<file path="src/rtl/bus_cycle_ctrl_pkg.sv">
// Shared definitions for the bus cycle controller: state encoding,
// default timing parameters and counter sizing.
package bus_cycle_ctrl_pkg;

    typedef enum logic [2:0] {
        ST_LOW,
        ST_SETUP,
        ST_ACTIVE,
        ST_STRETCH,
        ST_HOLD
    } state_t;

    localparam int unsigned DEF_DIV        = 8;
    localparam int unsigned DEF_SETUP_CLKS = 2;
    localparam int unsigned DEF_WAIT_CLKS  = 4;

    // Width needed to hold the largest phase reload value (max(div, wait_clks) - 1).
    function automatic int unsigned cnt_width(input int unsigned div, input int unsigned wait_clks);
        int unsigned m;
        m = (div > wait_clks) ? div : wait_clks;
        return (m > 1) ? $clog2(m) : 1;
    endfunction

endpackage

</file>
<file path="src/rtl/bus_cycle_ctrl_phase_counter.sv">
// Loadable down-counter timing each bus phase; tc flags the last clock of a phase.
module phase_counter #(
    parameter int unsigned    W         = 3,
    parameter logic [W-1:0]   RESET_VAL = '0
) (
    input  logic         clk,
    input  logic         reset_n,
    input  logic         load,
    input  logic [W-1:0] load_val,
    input  logic         en,
    output logic [W-1:0] cnt,
    output logic         tc
);

    always_ff @(posedge clk or negedge reset_n) begin
        if (!reset_n)
            cnt <= RESET_VAL;
        else if (load)
            cnt <= load_val;
        else if (en)
            cnt <= cnt - W'(1);
    end

    assign tc = (cnt == '0);

endmodule

</file>
<file path="src/rtl/bus_cycle_ctrl.sv">
// CPU bus clock (phi0) generator with qualified enable, read/write strobes,
// slow-device stretching and halt.
module bus_cycle_ctrl
    import bus_cycle_ctrl_pkg::*;
#(
    parameter int unsigned DIV        = DEF_DIV,
    parameter int unsigned SETUP_CLKS = DEF_SETUP_CLKS,
    parameter int unsigned WAIT_CLKS  = DEF_WAIT_CLKS
) (
    input  logic clk,
    input  logic reset_n,
    input  logic rw,
    input  logic slow,
    input  logic halt,
    output logic phi0,
    output logic enable,
    output logic oe_n,
    output logic we_n,
    output logic cycle_end
);

    localparam int unsigned    CW       = cnt_width(DIV, WAIT_CLKS);
    localparam int unsigned    ACT_CLKS = DIV - SETUP_CLKS - 1;
    localparam logic [CW-1:0]  LD_LOW   = CW'(DIV - 1);
    localparam logic [CW-1:0]  LD_SETUP = CW'(SETUP_CLKS - 1);
    localparam logic [CW-1:0]  LD_ACT   = CW'(ACT_CLKS - 1);
    localparam logic [CW-1:0]  LD_WAIT  = CW'(WAIT_CLKS - 1);

    state_t        state, nxt;
    logic [CW-1:0] cnt, ld_val;
    logic          ld, tc;
    logic          rw_l, slow_l;
    logic          first_act, slow_eff;
    logic          phi0_d, en_d, rw_d, oe_d, we_d, ce_d, slow_d;

    phase_counter #(
        .W         (CW),
        .RESET_VAL (LD_LOW)
    ) u_phase_counter (
        .clk      (clk),
        .reset_n  (reset_n),
        .load     (ld),
        .load_val (ld_val),
        .en       (!tc),
        .cnt      (cnt),
        .tc       (tc)
    );

    // slow is honoured only while still in the first ACTIVE clock; later changes are ignored.
    assign first_act = (state == ST_ACTIVE) && (cnt == LD_ACT);
    assign slow_eff  = first_act ? slow : slow_l;

    always_ff @(posedge clk or negedge reset_n) begin
        if (!reset_n)
            state <= ST_LOW;
        else
            state <= nxt;
    end

    always_comb begin
        nxt    = state;
        ld     = 1'b0;
        ld_val = '0;
        case (state)
            ST_LOW: begin
                if (tc && !halt) begin
                    nxt    = ST_SETUP;
                    ld     = 1'b1;
                    ld_val = LD_SETUP;
                end
            end
            ST_SETUP: begin
                if (tc) begin
                    nxt    = ST_ACTIVE;
                    ld     = 1'b1;
                    ld_val = LD_ACT;
                end
            end
            ST_ACTIVE: begin
                if (tc) begin
                    ld = 1'b1;
                    if (slow_eff && (WAIT_CLKS != 0)) begin
                        nxt    = ST_STRETCH;
                        ld_val = LD_WAIT;
                    end else begin
                        nxt = ST_HOLD;
                    end
                end
            end
            ST_STRETCH: begin
                if (tc) begin
                    nxt = ST_HOLD;
                    ld  = 1'b1;
                end
            end
            ST_HOLD: begin
                nxt    = ST_LOW;
                ld     = 1'b1;
                ld_val = LD_LOW;
            end
            default: begin
                nxt    = ST_LOW;
                ld     = 1'b1;
                ld_val = LD_LOW;
            end
        endcase
    end

    // Outputs decode the next state so they are registered yet line up with the state.
    always_comb begin
        phi0_d = (nxt != ST_LOW);
        en_d   = (nxt == ST_ACTIVE) || (nxt == ST_STRETCH);
        rw_d   = ((nxt == ST_SETUP) && (state != ST_SETUP)) ? rw : rw_l;
        oe_d   = !(en_d && rw_d);
        we_d   = !(en_d && !rw_d);
        ce_d   = (state == ST_LOW) && (cnt == CW'(1));
        slow_d = slow_eff;
    end

    always_ff @(posedge clk or negedge reset_n) begin
        if (!reset_n) begin
            phi0      <= 1'b0;
            enable    <= 1'b0;
            oe_n      <= 1'b1;
            we_n      <= 1'b1;
            cycle_end <= 1'b0;
            rw_l      <= 1'b1;
            slow_l    <= 1'b0;
        end else begin
            phi0      <= phi0_d;
            enable    <= en_d;
            oe_n      <= oe_d;
            we_n      <= we_d;
            cycle_end <= ce_d;
            rw_l      <= rw_d;
            slow_l    <= slow_d;
        end
    end

endmodule

</file>
<file path="config.mk">
export PLATFORM = sky130hd
export DESIGN_NAME = bus_cycle_ctrl
export DESIGN_NICKNAME = d
export VERILOG_FILES = /design/src/rtl/bus_cycle_ctrl_pkg.sv /design/src/rtl/bus_cycle_ctrl_phase_counter.sv /design/src/rtl/bus_cycle_ctrl.sv
export SDC_FILE = /design/constraint.sdc
export NUM_CORES = 1
export LEC_CHECK = 0
export BUFFER_PORTS_ARGS = -buffer_cell sky130_fd_sc_hd__buf_2
export CAP_MARGIN = 10
export CORE_AREA = 2 2 39 41
export DETAILED_ROUTE_END_ITERATION = 10
export DIE_AREA = 0 0 41 43
export PLACE_DENSITY = 0.71
export SETUP_SLACK_MARGIN = 0.02
export SLEW_MARGIN = 10
export SYNTH_ARGS = -nofsm -noshare
export SYNTH_HDL_FRONTEND = slang
export SYNTH_SLANG_ARGS = --single-unit
</file>
<file path="constraint.sdc">
create_clock -name clk -period 4.35 [get_ports clk]
set_input_delay 0.6525 -clock clk [delete_from_list [all_inputs] [get_ports clk]]
set_output_delay 0.6525 -clock clk [all_outputs]
set_load 0.01 [all_outputs]
</file>
======== Word-level counts from Yosys, hierarchy flattened ========
Cells that the tools add are included.
word-level totals
  word-level logic and storage cells ...... 53
  register bits after elaboration ......... 13
cells by class
  reduce and logical (&&, ||, !) cells .... 15
  multiplexer cells ....................... 18
  equal/unequal tests ..................... 10
  add/sub/neg operators ................... 1
operator list
  kind                                                                      count
  3-bit 2-to-1 mux                                                          8
  3-bit one-hot mux with 4 select lines                                     2
  3-bit by 2-bit equality test with 1-bit output (second input constant)    4
  3-bit by 1-bit equality test with 1-bit output (second input constant)    3
  1-bit logical AND                                                         6
  3-bit logical NOT                                                         2
  1-bit 2-to-1 mux                                                          5
  1-bit logical NOT                                                         4
  2-bit 2-to-1 mux                                                          2
  3-bit equality test (second input constant)                               1
  3-bit by 1-bit inequality test with 1-bit output (second input constant)  1
  3-bit nonzero test                                                        1
  3-bit OR reduction                                                        1
  3-bit by 1-bit subtractor with 3-bit output (second input constant)       1
  2-bit inequality test (second input constant)                             1
  1-bit one-hot mux with 2 select lines                                     1
  1-bit logical OR                                                          1

======== Depth between registers and ports, before layout ========
Gate-level depths: netlist of the first run.
  depth in word-level cells ............... 12
  gate-level depth with buffers ........... 6
  mapped depth without buffers ............ 5

======== Cells and area by module ========
A second synthesis of the first run with hierarchy kept.
unflattened totals
  cell total of the unflattened synthesis .. 66
  area total of the unflattened synthesis .. 676.9 sq um
by module, submodules not included
  module          cells an instance  area each (sq um)  instances
  bus_cycle_ctrl  47                 501.7              1
  phase_counter   19                 175.2              1

======== Least setup slack after synthesis of the first run ========
No wires, ideal clock.
  path type ............................... register to register
  start ................................... reg u_phase_counter.cnt[0]
  end ..................................... reg we_n
  buffers on the path ..................... 0
  cell stages (with the launch flop) ...... 6
  arrival ................................. 1494 ps
  period minus slack after synthesis ...... 1580 ps
  required time ........................... 4264 ps
  path slack .............................. 2770 ps
  cell sequence ........................... dfstp_2 inv_1 ha_1 nor3b_1 and3_1 a2111o_1
on the way
  longest elaborated chain between the ends .. 12
  elaborated cells between the ends (all ways) .. 20
RTL lines
  element                                         RTL line                            source
  from (decl)                                     bus_cycle_ctrl_phase_counter.sv:11  output logic [W-1:0] cnt,
  from (signal assigned)                          bus_cycle_ctrl_phase_counter.sv:19  cnt <= load_val;
  from (signal assigned)                          bus_cycle_ctrl_phase_counter.sv:21  cnt <= cnt - W'(1);
  3-bit equality test                             bus_cycle_ctrl.sv:50                assign first_act = (state == ST_ACTIVE) && (cnt == LD_ACT);
  1-bit logical AND                               bus_cycle_ctrl.sv:50
  1-bit 2-to-1 mux                                bus_cycle_ctrl.sv:51                assign slow_eff = first_act ? slow : slow_l;
  3-bit 2-to-1 mux                                bus_cycle_ctrl.sv:82                if (slow_eff && (WAIT_CLKS != 0)) begin
  3-bit 2-to-1 mux                                bus_cycle_ctrl.sv:80                if (tc) begin
  3-bit one-hot mux with 4 select lines *         bus_cycle_ctrl.sv:64                case (state)
  3-bit by 1-bit equality test with 1-bit output  bus_cycle_ctrl.sv:113               rw_d = ((nxt == ST_SETUP) && (state != ST_SETUP)) ? rw : rw_l;
  1-bit logical AND                               bus_cycle_ctrl.sv:113
  1-bit 2-to-1 mux                                bus_cycle_ctrl.sv:113
  1-bit logical NOT                               bus_cycle_ctrl.sv:115               we_d = !(en_d && !rw_d);
  1-bit logical AND *                             bus_cycle_ctrl.sv:115
  1-bit logical NOT *                             bus_cycle_ctrl.sv:115
  via we_d                                        bus_cycle_ctrl.sv:34                logic phi0_d, en_d, rw_d, oe_d, we_d, ce_d, slow_d;
  to (signal assigned)                            bus_cycle_ctrl.sv:133               we_n <= we_d;
  to (decl)                                       bus_cycle_ctrl.sv:18                output logic we_n,
The timed path passes the listed nets; every way through them passes the cells marked *.
A chain may end at the register's enable or synchronous reset.

======== Final worst setup path of the first run ========
Same ends and word-level chain as after synthesis.

==> impl_metrics.csv, run 1 <==
group,metric,value,unit
cts,cts_resized,0,
synth,ys_ff_latch,13,
synth,synth.most_common_cell,"dfrtp_1",
synth,ys_warn_count,0,
cells_and_area,drive_above_1_share,30.43,%
synth,synth_cell_types,32,
cts,cts_tree,"built",
cells_and_area,area_delta_synth_final,9.924,%
power,irDropWorstVdd,342.0,uV
timing,max_freq,555.6,MHz
floorplanning,initial_core_util,47.38,%
synth,synth_flop_cell,"dfrtp_1",
global_routing,grt_max_degree,14,
synth,syn_nets,68,
placement,gp_congestion,0.7567,
worst_setup_path,criticalPathCategory,"reg2reg",
power,p_leak,0.0003213,uW
worst_setup_path,path_max_fanout,9,
timing,fin_crit,1.800,ns
timing,worst_slew_pin_slew,0.3780,ns
flow_run,cap_violations,0,
timing,hold_viol_final,0,
timing,slew_headroom,74.61,%
detailed_routing,wire_per_inst,14.79,um
floorplanning,dieArea,1763,um^2
synth,synthTopCellsByCount,"dfrtp_1 (7), dfstp_2 (6), a21oi_1 (4), inv_1 (4)",
floorplanning,pin_count,10,
cts,clockRootBuffer,"clkbuf_4",
placement,place_hpwl,823.1,um
synth,synth_area_leaders,"dfrtp_1 (27%), dfstp_2 (24%), ha_1 (5.7%), a21oi_1 (3.1%), nor2b_1 (2.9%)",
synth,syn_inst,60,
detailed_routing,routed_wl,1.257,mm
synth,ys_seq_area_share,50.76,%
global_routing,grt-ovfl-total,0,
detailed_routing,drc,0,
global_routing,grt_pass1_vias,450,
cells_and_area,num_antenna_cells,0,
detailed_routing,initialDrtViolationCount,18,
synth,synth-edff-count,0,
hold_path,hold_class,"in2async",
placement,dp_slack,2.576,ns
detailed_routing,first_pass_iters,4,
placement,dpl-instance-area,694.4,um^2
timing,layout_setup_ws,2.550,ns
synth,synth.top_cell.area_share,26.72,%
cts,numCtsBuffers,3,
cts,clk_pin_slew,0.08,ns
worst_setup_path,crit_arrival,2.01,ns
timing,finalSetupTns,0,ns
cts,hold_buffers,0,
global_routing,grt_pass1_wl,2.070,mm
power,power_density,718.2,nW/um^2
placement,io_buffer_count,9,
cells_and_area,final_area,720.7,um^2
cts,clock_sinks,13,
cells_and_area,fillerInstances,140,
worst_setup_path,cp-end-kind,"flip-flop",
cts,clock_latency,0.28,ns
run_status,status,"finished, final reports clean",
synth,postSynth.asyncResetShare,100.0,%
global_routing,antenna_found_initial,0,
cts,cts.path.max_buffers,2,
cts,htreeDepth,1,
timing,drv_slew,0,
global_routing,track_usage,18.95,%
detailed_routing,num_vias,491,
synth,netlist_area,655.6,um^2
floorplanning,die_width,41,um
timing,rsz0062_at_grt,"false",
floorplanning,core,1384,um^2
timing,fin_crit_sh,41.37,%
timing,fin_skew,0.004451,ns
worst_setup_path,cp-start-kind,"flip-flop",
cts,cts_setup_buffers,0,
synth,syn_area_per_cell,10.93,um^2
worst_setup_path,crit_required,4.56,ns
synth,yosysTopAreaCell,"dfrtp_1",
timing,setup-violations-final,0,
floorplanning,rows,14,
detailed_routing,vias_per_cell,5.776,
cells_and_area,fin_nets,78,
floorplanning,die_h,43,um
detailed_routing,ant_nets,0,
[worst paths after layout]
check	slack, ns	startpoint	cells after the start	end
min in group clk	0.58	slow_l$_DFF_PN0_	1	slow_l$_DFF_PN0_
worst min-delay path	0.24	reset_n	1	phi0$_DFF_PN0_
worst max-delay path	2.55	u_phase_counter.cnt[0]$_DFFE_PN1P_	5	we_n$_DFF_PN1_
worst min register to register	0.58	slow_l$_DFF_PN0_	1	slow_l$_DFF_PN0_
max in group asynchronous	3.83	reset_n	1	u_phase_counter.cnt[1]$_DFFE_PN1P_
worst max register to register	2.55	u_phase_counter.cnt[0]$_DFFE_PN1P_	5	we_n$_DFF_PN1_
[cells in the final DEF (no fill, tap or decap), drive strengths merged, types with 3 or more instances in the layout]
cell    synthesis  routed
buf             4       9
dfrtp           7       7
dfstp           6       6
a21oi           4       4
inv             4       4
clkbuf          0       4
nor2b           3       3
ha              3       3
[critical path, stage by stage (launching register included)]
cell and delay [ns]:
dfstp_2 0.54, inv_1 0.08, ha_1 0.26, nand2b_1 0.26, o21ai_0 0.21, a2111o_1 0.40
[stage by stage]
step	total power [uW]	instances	utilization [%]	hold WS, ns
after floorplan	395.5	60	-	0.3569
after global placement	435.9	81	50.18	0.5501
after detailed placement	439.9	81	50.18	0.5517
after CTS	519.4	85	52.08	0.2488
after global routing	560.6	85	52.08	0.2424
final	517.6	85	52.08	0.2386
[per-layer routing]
metal | wire length [um] | part of all wire [%] | vias up | track usage [%]
met4 | 36 | 2.9 | 0 | 12.00
li1 | - | - | 234 | -
met3 | 59 | 4.7 | 5 | 7.853
met5 | 0 | 0 | - | 0
met1 | 527 | 42 | 238 | 23.37
met2 | 634 | 50 | 14 | 26.25
[logic make-up (layout without fill, tap and decap cells)]
family,Yosys count,after routing,share of synthesized area [%]
AO/OA/AOI/OAI,15,15,16.60
multiplexers,1,1,1.717
flip-flops,13,13,50.76
buffers and inverters,8,17,6.296
AND/OR/NAND/NOR,20,20,18.89
adder cells (fa/ha/maj),3,3,5.726
[cell type report]
class | instances | area, um^2 | area share, %
tap | 16 | 20.02 | 2.778
clock buffer | 4 | 26.28 | 3.646
timing repair buffer | 9 | 45.04 | 6.250
sequential | 13 | 332.8 | 46.18
inverter | 4 | 15.01 | 2.083
multi-input combinational | 39 | 281.5 | 39.06
[power by group]
part	internal [uW]	switching [uW]	total (uW)
Clock	35.6	39.9	75.5
Combinational	99.2	109	208
Sequential	190	43.8	234
[flip-flops by register name (all words and copies together) (netlist names)]
register and cells:
cycle_end 1, we_n 1, oe_n 1, state 3
u_phase_counter.cnt 3, rw_l 1, phi0 1, enable 1
slow_l 1
Power figures use the tool's default switching activity.
==> inputs of run 2 (changes only) <==
--- a/config.mk
+++ b/config.mk
@@ -7,9 +7,8 @@
 export LEC_CHECK = 0
 export BUFFER_PORTS_ARGS = -buffer_cell sky130_fd_sc_hd__buf_2
 export CAP_MARGIN = 10
-export CORE_AREA = 2 2 39 41
+export CORE_UTILIZATION = 47
 export DETAILED_ROUTE_END_ITERATION = 10
-export DIE_AREA = 0 0 41 43
 export PLACE_DENSITY = 0.71
 export SETUP_SLACK_MARGIN = 0.02
 export SLEW_MARGIN = 10
==> constraint.sdc (replaced) <==
create_clock -name clk -period 1.5 [get_ports clk]
set_input_delay 0.225 -clock clk [delete_from_list [all_inputs] [get_ports clk]]
set_output_delay 0.225 -clock clk [all_outputs]
set_load 0.01 [all_outputs]
==> run 2 against run 1 <==
Final cell count increased by 9.4%; global-route usage shrank 0.10 points; sequential cell count unchanged; the run now ends with negative setup slack left; largest power group is now combinational logic; critical endpoint is now state[0]$_DFF_PN0_; clock power rose to 2.8 times the previous value; critical path type unchanged.
==> impl_metrics.csv, run 2 (same netlist as run 1, synthesis figures left out) <==
group,metric,value,unit
placement,placed_cells_incl_taps,88,
hold_path,hold_class,"in2reg",
placement,gp_congestion,0.7811,
detailed_routing,wire_per_inst,13.39,um
global_routing,grt_pass1_wl,1.800,mm
timing,rsz0062_at_grt,"true",
detailed_routing,vias_per_cell,5.258,
run_status,status,"complete, but fails checks",
cells_and_area,fin_cells,93,
worst_setup_path,critPathTopFamily,"simple AND/OR/NAND/NOR gates",
worst_setup_path,crit_required,1.71,ns
cells_and_area,fillerInstances,107,
hold_path,hp-start,"slow",
power,irDropWorstVdd,1117,uV
detailed_routing,initialDrtViolationCount,6,
cts,htreeDepth,1,
placement,io_buffer_count,9,
detailed_routing,first_pass_iters,4,
cells_and_area,num_antenna_cells,0,
global_routing,grt-ovfl-total,0,
floorplanning,die_h,39.35,um
floorplanning,dieArea,1548,um^2
cts,clock_sinks,13,
worst_setup_path,startpoint,"u_phase_counter.cnt[1]$_DFFE_PN1P_",
hold_path,whs_path_depth,2,
flow_run,cap_violations,0,
cts,cts_setup_buffers,0,
timing,hold-worst-slack,0.1820,ns
cells_and_area,largestRegisters,"state (3), u_phase_counter.cnt (3)",
worst_setup_path,r2r_cells,5,
worst_setup_path,max_stage_delay,0.56,ns
worst_setup_path,criticalPathCategory,"reg2reg",
cells_and_area,mostFrequentLayoutCells,"buf_2 (9), buf_4 (8), dfrtp_1 (7), dfstp_2 (6)",
floorplanning,core,1301,um^2
floorplanning,initial_core_util,50.38,%
power,p_leak,0.0003677,uW
timing,fin_crit,1.506,ns
cts,clockRootBuffer,"clkbuf_4",
worst_setup_path,reg2reg_slack,-0.006,ns
placement,place_hpwl,851.4,um
worst_setup_path,rr_startpoint,"u_phase_counter.cnt[1]$_DFFE_PN1P_",
global_routing,grt_max_degree,14,
worst_setup_path,crit_chain,"inv_2 > ha_4 > nand2b_1 > or4_1 > a21oi_2",
detailed_routing,num_vias,489,
cells_and_area,area_delta_synth_final,26.14,%
timing,worst_slew_pin_slew,0.2865,ns
cts,clock_latency,0.27,ns
global_routing,track_usage,18.85,%
floorplanning,pin_count,10,
worst_setup_path,r2r_end,"state[0]$_DFF_PN0_",
global_routing,grt_pass1_vias,411,
detailed_routing,ant_nets,0,
hold_path,min_to,"slow_l$_DFF_PN0_",
cts,cts_tree,"built",
cts,clk_pin_slew,0.08,ns
detailed_routing,drc,0,
cells_and_area,final_common_cell,"buf_2",
worst_setup_path,path_depth,5,
timing,max_freq,664.1,MHz
cts,numCtsBuffers,3,
worst_setup_path,cpMaxStageDelayCell,"or4_1",
global_routing,antenna_found_initial,0,
worst_setup_path,cp-start-kind,"flip-flop",
timing,fin_skew,0.002655,ns
worst_setup_path,crit_arrival,1.71,ns
timing,drv_slew,0,
worst_setup_path,worst-path-buf-inv,1,
timing,setup-violations-final,1,
timing,hold_viol_final,0,
timing,slew_headroom,80.65,%
worst_setup_path,cp-end-kind,"flip-flop",
detailed_routing,routed_wl,1.245,mm
power,power_density,2064,nW/um^2
cts,cts.path.max_buffers,2,
cells_and_area,fin_nets,87,
floorplanning,die_width,39.35,um
floorplanning,rows,13,
run_status,violations,"negative setup slack",
cells_and_area,drive_above_1_share,46.15,%
timing,finalSetupTns,-0.005749,ns
timing,layout_setup_ws,-0.005749,ns
worst_setup_path,path_max_fanout,5,
timing,fin_crit_sh,100.4,%
[run 2: cell count changes in the layout (fill, tap and decap cells not counted), sizes merged]
cell and delta:
buf +8, dlygate4sd3 +1
[run 2: metrics by stage]
stage               utilization (%)  instance area [um^2]  worst slack, ns  total power [uW]
floorplan                         -                 668.1          0.02856              1186
global placement              58.85                 765.7         0.005871              1424
detailed placement            58.85                 765.7         -0.02015              1439
CTS                           62.02                 807.0          0.03439              1668
global route                  63.56                 827.0         -0.05042              1853
finish                        63.56                 827.0        -0.005749              1707
[run 2: worst max-delay path by stage]
stage | end | slack (ns)
2_1_floorplan | we_n$_DFF_PN1_ | 0.03
3_3_place_gp | we_n$_DFF_PN1_ | 0.006
3_5_place_dp | we_n$_DFF_PN1_ | -0.02
4_1_cts | rw_l$_DFF_PN1_ | 0.03
5_1_grt | state[0]$_DFF_PN0_ | -0.05
6_report | state[0]$_DFF_PN0_ | -0.006
[run 2: worst reg2reg max path, cell delays in order (launching register included)]
cell and delay, ns:
dfstp_2 0.38, inv_2 0.07, ha_4 0.15, nand2b_1 0.11, or4_1 0.56, a21oi_2 0.16
[run 2: layer usage]
layer	wire [um]	up-vias	global-route usage [%]
li1	-	251	-
met2	512	15	24.17
met3	57	4	3.409
met5	0	-	0
met4	38	0	18.10
met1	637	219	25.52
[run 2: what timing repair did]
item,4_1_cts,5_1_grt
hold endpoints to repair,7,0
hold buffers,1,0
pin swaps,2,0
setup endpoints to repair,1,4
gates resized for setup,1,5
[run 2: report_power, final]
group,total (uW),internal (uW),switching (uW)
combinational,819,438,381
sequential,674,552,122
clock,213,103,110
[run 2: layout make-up]
type                            instances  area (um^2)  area share [%]
Inverter                                4        15.01           1.815
Clock buffer                            4        26.28           3.177
Multi-Input combinational cell         39        319.1           38.58
Tap cell                               15        18.77           2.269
Timing Repair Buffer                   18        115.1           13.92
Sequential cell                        13        332.8           40.24
